### config.mk
export PLATFORM = sky130hd
export DESIGN_NAME = multicycle_control_flat
export DESIGN_NICKNAME = d
export VERILOG_FILES = /design/src/rtl/multicycle_control_if.sv /design/src/rtl/multicycle_control.sv /design/src/flat_wrapper.sv
export SDC_FILE = /design/constraint.sdc
export NUM_CORES = 1
export LEC_CHECK = 0
export ABC_AREA = 1
export CAP_MARGIN = 20
export CORE_MARGIN = 2
export CORE_UTILIZATION = 45
export CTS_CLUSTER_DIAMETER = 80
export CTS_CLUSTER_SIZE = 16
export DETAILED_ROUTE_END_ITERATION = 8
export GPL_ROUTABILITY_DRIVEN = 1
export PLACE_DENSITY = 0.73
export SYNTH_ARGS = -nofsm -noshare
export SYNTH_HDL_FRONTEND = slang
export SYNTH_SLANG_ARGS = --single-unit
### constraint.sdc
create_clock -name clk -period 2.4 [get_ports clk]
set_input_delay 0.36 -clock clk [delete_from_list [all_inputs] [get_ports clk]]
set_output_delay 0.36 -clock clk [all_outputs]
set_load 0.01 [all_outputs]
### src/rtl/multicycle_control_if.sv
// rtl/multicycle_control_if.sv - opcode in, datapath control strobes out for the multicycle MIPS controller
interface multicycle_control_if;
    logic [5:0] opcode;
    logic       pc_write;
    logic       pc_write_cond;
    logic       i_or_d;
    logic       mem_read;
    logic       mem_write;
    logic       ir_write;
    logic       reg_dst;
    logic       mem_to_reg;
    logic       reg_write;
    logic       alu_src_a;
    logic [1:0] alu_src_b;
    logic [1:0] alu_op;
    logic [1:0] pc_source;
    logic [3:0] state;
    logic       illegal_op;

    modport master (
        input  opcode,
        output pc_write, pc_write_cond, i_or_d, mem_read, mem_write, ir_write,
               reg_dst, mem_to_reg, reg_write, alu_src_a, alu_src_b, alu_op,
               pc_source, state, illegal_op
    );

    modport slave (
        output opcode,
        input  pc_write, pc_write_cond, i_or_d, mem_read, mem_write, ir_write,
               reg_dst, mem_to_reg, reg_write, alu_src_a, alu_src_b, alu_op,
               pc_source, state, illegal_op
    );
endinterface

### src/rtl/multicycle_control.sv
// rtl/multicycle_control.sv - Moore control FSM for the MIPS multicycle datapath with memory wait states
module multicycle_control #(
    parameter int MEM_WAIT = 0,
    parameter int WAIT_W   = 4
) (
    input  logic                 clk,
    input  logic                 rst_n,
    multicycle_control_if.master bus
);
    typedef enum logic [3:0] {
        S_IDLE   = 4'd0,
        S_FETCH  = 4'd1,
        S_DECODE = 4'd2,
        S_MEMADR = 4'd3,
        S_MEMRD  = 4'd4,
        S_MEMWB  = 4'd5,
        S_MEMWR  = 4'd6,
        S_EXEC   = 4'd7,
        S_RWB    = 4'd8,
        S_BEQ    = 4'd9,
        S_ADDIEX = 4'd10,
        S_ADDIWB = 4'd11,
        S_JUMP   = 4'd12
    } state_t;

    typedef struct packed {
        logic       pc_write;
        logic       pc_write_cond;
        logic       i_or_d;
        logic       mem_read;
        logic       mem_write;
        logic       ir_write;
        logic       reg_dst;
        logic       mem_to_reg;
        logic       reg_write;
        logic       alu_src_a;
        logic [1:0] alu_src_b;
        logic [1:0] alu_op;
        logic [1:0] pc_source;
    } ctrl_t;

    localparam logic [5:0] OP_RTYPE = 6'h00;
    localparam logic [5:0] OP_J     = 6'h02;
    localparam logic [5:0] OP_BEQ   = 6'h04;
    localparam logic [5:0] OP_ADDI  = 6'h08;
    localparam logic [5:0] OP_LW    = 6'h23;
    localparam logic [5:0] OP_SW    = 6'h2B;
    localparam logic [WAIT_W-1:0] WAIT_LAST = WAIT_W'(MEM_WAIT);

    state_t            state_q, state_n;
    logic [WAIT_W-1:0] wait_q, wait_n;
    ctrl_t             ctrl_q;
    logic              wait_done;
    logic              last_n;
    logic              op_legal;

    // Outputs for the state being entered; `last` marks the final cycle of a held memory state.
    function automatic ctrl_t decode(input state_t s, input logic last);
        ctrl_t c;
        c = '0;
        case (s)
            S_FETCH: begin
                c.mem_read  = 1'b1;
                c.alu_src_b = 2'b01;
                c.ir_write  = last;
                c.pc_write  = last;
            end
            S_DECODE: c.alu_src_b = 2'b11;
            S_MEMADR: begin
                c.alu_src_a = 1'b1;
                c.alu_src_b = 2'b10;
            end
            S_MEMRD: begin
                c.mem_read = 1'b1;
                c.i_or_d   = 1'b1;
            end
            S_MEMWB: begin
                c.mem_to_reg = 1'b1;
                c.reg_write  = 1'b1;
            end
            S_MEMWR: begin
                c.i_or_d    = 1'b1;
                c.mem_write = last;
            end
            S_EXEC: begin
                c.alu_src_a = 1'b1;
                c.alu_op    = 2'b10;
            end
            S_RWB: begin
                c.reg_dst   = 1'b1;
                c.reg_write = 1'b1;
            end
            S_BEQ: begin
                c.alu_src_a     = 1'b1;
                c.alu_op        = 2'b01;
                c.pc_write_cond = 1'b1;
                c.pc_source     = 2'b01;
            end
            S_ADDIEX: begin
                c.alu_src_a = 1'b1;
                c.alu_src_b = 2'b10;
            end
            S_ADDIWB: c.reg_write = 1'b1;
            S_JUMP: begin
                c.pc_write  = 1'b1;
                c.pc_source = 2'b10;
            end
            default: c = '0;
        endcase
        return c;
    endfunction

    assign wait_done = (wait_q == WAIT_LAST);
    assign last_n    = (wait_n == WAIT_LAST);

    always_comb begin
        op_legal = 1'b0;
        case (bus.opcode)
            OP_RTYPE, OP_J, OP_BEQ, OP_ADDI, OP_LW, OP_SW: op_legal = 1'b1;
            default: op_legal = 1'b0;
        endcase
    end

    // Held memory states count up in wait_q; every other transition restarts it at 0.
    always_comb begin
        state_n = S_FETCH;
        wait_n  = '0;
        case (state_q)
            S_IDLE: state_n = S_FETCH;
            S_FETCH: begin
                if (wait_done) begin
                    state_n = S_DECODE;
                end else begin
                    state_n = S_FETCH;
                    wait_n  = wait_q + 1'b1;
                end
            end
            S_DECODE: begin
                case (bus.opcode)
                    OP_LW, OP_SW: state_n = S_MEMADR;
                    OP_RTYPE:     state_n = S_EXEC;
                    OP_BEQ:       state_n = S_BEQ;
                    OP_ADDI:      state_n = S_ADDIEX;
                    OP_J:         state_n = S_JUMP;
                    default:      state_n = S_FETCH;
                endcase
            end
            S_MEMADR: begin
                if (bus.opcode == OP_LW)      state_n = S_MEMRD;
                else if (bus.opcode == OP_SW) state_n = S_MEMWR;
                else                          state_n = S_FETCH;
            end
            S_MEMRD: begin
                if (wait_done) begin
                    state_n = S_MEMWB;
                end else begin
                    state_n = S_MEMRD;
                    wait_n  = wait_q + 1'b1;
                end
            end
            S_MEMWR: begin
                if (wait_done) begin
                    state_n = S_FETCH;
                end else begin
                    state_n = S_MEMWR;
                    wait_n  = wait_q + 1'b1;
                end
            end
            S_EXEC:   state_n = S_RWB;
            S_ADDIEX: state_n = S_ADDIWB;
            default:  state_n = S_FETCH;
        endcase
    end

    always_ff @(posedge clk or negedge rst_n) begin
        if (!rst_n) begin
            state_q <= S_IDLE;
            wait_q  <= '0;
            ctrl_q  <= '0;
        end else begin
            state_q <= state_n;
            wait_q  <= wait_n;
            ctrl_q  <= decode(state_n, last_n);
        end
    end

    // The IR only becomes valid at the end of FETCH, so the illegal flag is decoded live in DECODE.
    assign bus.illegal_op    = (state_q == S_DECODE) && !op_legal;
    assign bus.state         = state_q;
    assign bus.pc_write      = ctrl_q.pc_write;
    assign bus.pc_write_cond = ctrl_q.pc_write_cond;
    assign bus.i_or_d        = ctrl_q.i_or_d;
    assign bus.mem_read      = ctrl_q.mem_read;
    assign bus.mem_write     = ctrl_q.mem_write;
    assign bus.ir_write      = ctrl_q.ir_write;
    assign bus.reg_dst       = ctrl_q.reg_dst;
    assign bus.mem_to_reg    = ctrl_q.mem_to_reg;
    assign bus.reg_write     = ctrl_q.reg_write;
    assign bus.alu_src_a     = ctrl_q.alu_src_a;
    assign bus.alu_src_b     = ctrl_q.alu_src_b;
    assign bus.alu_op        = ctrl_q.alu_op;
    assign bus.pc_source     = ctrl_q.pc_source;
endmodule
### src/flat_wrapper.sv
// flat-port wrapper written by rule: the top's interface ports become plain ports
module multicycle_control_flat 
#(
    parameter int MEM_WAIT = 0,
    parameter int WAIT_W   = 4
)
  (clk, rst_n, bus_opcode, bus_pc_write, bus_pc_write_cond, bus_i_or_d, bus_mem_read, bus_mem_write, bus_ir_write, bus_reg_dst, bus_mem_to_reg, bus_reg_write, bus_alu_src_a, bus_alu_src_b, bus_alu_op, bus_pc_source, bus_state, bus_illegal_op);
  multicycle_control_if bus_i ();
  input  logic clk;
  input  logic rst_n;
  input wire logic [$bits(bus_i.opcode)-1:0] bus_opcode;
  output wire logic [$bits(bus_i.pc_write)-1:0] bus_pc_write;
  output wire logic [$bits(bus_i.pc_write_cond)-1:0] bus_pc_write_cond;
  output wire logic [$bits(bus_i.i_or_d)-1:0] bus_i_or_d;
  output wire logic [$bits(bus_i.mem_read)-1:0] bus_mem_read;
  output wire logic [$bits(bus_i.mem_write)-1:0] bus_mem_write;
  output wire logic [$bits(bus_i.ir_write)-1:0] bus_ir_write;
  output wire logic [$bits(bus_i.reg_dst)-1:0] bus_reg_dst;
  output wire logic [$bits(bus_i.mem_to_reg)-1:0] bus_mem_to_reg;
  output wire logic [$bits(bus_i.reg_write)-1:0] bus_reg_write;
  output wire logic [$bits(bus_i.alu_src_a)-1:0] bus_alu_src_a;
  output wire logic [$bits(bus_i.alu_src_b)-1:0] bus_alu_src_b;
  output wire logic [$bits(bus_i.alu_op)-1:0] bus_alu_op;
  output wire logic [$bits(bus_i.pc_source)-1:0] bus_pc_source;
  output wire logic [$bits(bus_i.state)-1:0] bus_state;
  output wire logic [$bits(bus_i.illegal_op)-1:0] bus_illegal_op;
  assign bus_i.opcode = bus_opcode;
  assign bus_pc_write = bus_i.pc_write;
  assign bus_pc_write_cond = bus_i.pc_write_cond;
  assign bus_i_or_d = bus_i.i_or_d;
  assign bus_mem_read = bus_i.mem_read;
  assign bus_mem_write = bus_i.mem_write;
  assign bus_ir_write = bus_i.ir_write;
  assign bus_reg_dst = bus_i.reg_dst;
  assign bus_mem_to_reg = bus_i.mem_to_reg;
  assign bus_reg_write = bus_i.reg_write;
  assign bus_alu_src_a = bus_i.alu_src_a;
  assign bus_alu_src_b = bus_i.alu_src_b;
  assign bus_alu_op = bus_i.alu_op;
  assign bus_pc_source = bus_i.pc_source;
  assign bus_state = bus_i.state;
  assign bus_illegal_op = bus_i.illegal_op;
  multicycle_control #(.MEM_WAIT(MEM_WAIT), .WAIT_W(WAIT_W)) u_core (.clk(clk), .rst_n(rst_n), .bus(bus_i));
endmodule
==> run summary <==
* 19 — number of placement rows
* finished clean — outcome
* 2258 µm — post-DP HPWL
* 6 — maximum net fanout on the critical path
* 22 — synth unique cells
* 27.19% — layout overhead on the synthesized area
* primary output — Crit. End Element
* 23 — sinks on the clock net
* 0.32 ns — clock latency of the later-clocked register in the worst-skew pair
* 96.25% — final critical-path share of the clock period
* 0 — number of warning messages in the yosys log
* 4 — router iterations before antenna repair
* done — clock tree from TritonCTS
* 0.13 ns — CTS clk-pin slew, worst paths
* 37 — number of violations reported at the end of detailed-routing iteration 0
* input pin to primary output — Critical Setup Path Class
* 4981 µm — wire length of the first global-routing pass
* 80.80% — relative slew slack
* 0.3771 ns — worst-case hold slack
* 0 — grt ovf
* 0.8833 nW — leakage power
* 0 — number of antenna violations at the first check in global routing
* 24 — largest net degree at the start of global routing
* 856.0 nW/µm² — power per cell area
* 0.8791 — Placer Congestion
* 0 — Gates resized, CTS repair
* 0 — Final Max Slew Viols
* 172 — number of instances in the synthesized netlist
* 1302 µm² — Post-Syn Area
* 0 — number of failing setup endpoints in the final timing report
* 0 — antenna fix cells
* 29 — number of top-level design ports
* 2 — Bufs on Longest Clock Path
* 57.80 µm — Die X
* 0 — # hold bufs at CTS
* 182 — post-synthesis net count
* 1.95 ns — arrival time at the worst endpoint
* sky130_fd_sc_hd__clkbuf_4 — CTS root buffer
* 3 — cts bufs inserted
* 655.0 µV — peak ir drop on the vdd network
* 0 ns — Total Negative Setup Slacks
* 57.80 µm — vertical extent of the die
* 7.573 µm² — average footprint of a synthesized cell
* 0.2880 ns — Tightest Pin Transition
* input pin to asynchronous set/reset pin — worst hold path type
* 19.22% — All-Layer GR Usage
* 2804 µm — routed wire length
* 23 — synthesis-stage register bit count
* 44.19% — sequential fraction of the synthesis area
* 28 — count of port buffers added during placement
* 1220 — total via count after detailed routing
* 0 — count of nets left with antenna violations after detail routing
* 3341 µm² — Die Footprint
* 432.9 MHz — Max Clk Rate
* 11.88 µm — wire length per cell after detailed routing
* input pin — CP startpoint kind
* 5.169 — average via count per standard cell
* 0 — max-cap check violation count
* 244 — fill count
* 1 — Clock H-tree levels
* 2758 µm² — Placeable Area
* 2.04 ns — worst path required time
* 0 — buffers inserted by post-CTS timing repair
* 2.310 ns — final critical delay including setup and external delays
* 0 — remaining routing DRC violations
* no — unrepaired setup endpoints after global routing
* 47.23% — initial core utilization
* 0 — final-report hold violation count
* 0.006562 ns — Worst Skew
* 18.54% — share of final-layout standard cells stronger than drive strength 1
* 216 — final net count
* 1148 — number of global-route vias before repair
[metrics by stage]
step	setup slack, ns	power [mW]	cell area, µm²	cells	util [%]
2_1_floorplan	0.8920	0.9791	1303	172	-
4_1_cts	0.1010	1.425	1657	236	60.07
5_1_grt	0.005230	1.529	1657	236	60.07
3_5_place_dp	0.1044	1.241	1629	232	59.07
6_report	0.08994	1.418	1657	236	60.07
3_3_place_gp	0.1692	1.228	1629	232	59.07
[report_power, final]
group	switching, mW	internal (mW)
combinational	0.431	0.300
clock	0.119	0.0624
sequential	0.0456	0.459
[placed cells by master, fill, tap and decap left out, drive strengths merged, types with 2 or more instances in the layout]
cell           instances
nand2                 49
nand4                  3
nor2                  35
clkdlybuf4s50         28
ha                     2
dfrtp                 23
clkbuf                 3
nand3                 17
inv                   28
o21ai                  5
nor3                   4
buf                    2
and2                   2
[kinds of logic after synthesis]
| logic type | count (synthesis) | share of synthesized area (%) |
|---|---|---|
| and+or+nand+nor | 111 | 41.79 |
| adders and majority gates | 2 | 1.921 |
| DFF | 23 | 44.19 |
| AOI/OAI and AO/OA | 7 | 3.458 |
| buffers and inverters | 29 | 8.646 |
[worst max-delay path, stage by stage]
cell                              delay [ns]
sky130_fd_sc_hd__clkdlybuf4s50_1        0.57
sky130_fd_sc_hd__nor2_1                 0.08
sky130_fd_sc_hd__nand3_1                0.13
sky130_fd_sc_hd__o211ai_1               0.10
sky130_fd_sc_hd__nor3_1                 0.14
sky130_fd_sc_hd__clkdlybuf4s50_1        0.56
[area by class of cell]
class	count	area, µm²	share of cell area (%)
Clock inverter	1	5.005	0.3021
Inverter	28	105.1	6.344
Sequential cell	23	575.6	34.74
Clock buffer	3	22.52	1.360
Tap cell	31	38.79	2.341
Multi-Input combinational cell	120	614.3	37.08
Timing Repair Buffer	30	295.3	17.82
[Yosys cell counts]
cell type,n,share of area [%]
sky130_fd_sc_hd__nand3b_1,1,0.58
sky130_fd_sc_hd__nand3_1,14,5.4
sky130_fd_sc_hd__inv_2,8,2.3
sky130_fd_sc_hd__nand3_2,3,2.3
sky130_fd_sc_hd__inv_1,20,5.8
sky130_fd_sc_hd__o211ai_1,1,0.58
sky130_fd_sc_hd__dfrtp_1,23,44
sky130_fd_sc_hd__o21ai_2,2,1.3
sky130_fd_sc_hd__nor3_1,2,0.77
sky130_fd_sc_hd__nand2_4,1,0.86
sky130_fd_sc_hd__and2_1,2,0.96
sky130_fd_sc_hd__nor2_2,8,3.8
sky130_fd_sc_hd__nand2_1,41,12
sky130_fd_sc_hd__nand4_1,2,0.96
sky130_fd_sc_hd__a21oi_1,1,0.38
sky130_fd_sc_hd__nor2_1,27,7.8
sky130_fd_sc_hd__ha_1,2,1.9
sky130_fd_sc_hd__o21ai_0,3,1.2
sky130_fd_sc_hd__nor3_2,2,1.5
sky130_fd_sc_hd__nand2_2,7,3.4
sky130_fd_sc_hd__buf_4,1,0.58
sky130_fd_sc_hd__nand4_4,1,1.6
[worst paths after layout]
kind	from	endpoint	slack, ns	cells past startpoint
worst max-delay path	bus_opcode[3]	bus_illegal_op	0.09	6
worst min-delay path	rst_n	u_core.bus.reg_dst	0.38	2
worst max register to register	u_core.wait_q[0]	u_core.bus.pc_write	0.59	8
worst min register to register	u_core.wait_q[3]	u_core.wait_q[3]	0.64	3
max in group asynchronous	rst_n	u_core.bus.ir_write	1.80	2
min in group clk	u_core.wait_q[3]	u_core.wait_q[3]	0.64	3
[layer usage]
metal	wire length, µm	track usage (%)	share of wire (%)
met5	0	0	0
met3	165	2.679	5.9
met2	1434	34.09	51
met4	40	5.980	1.4
met1	1163	24.17	41
(Power assumes the default switching activity.)
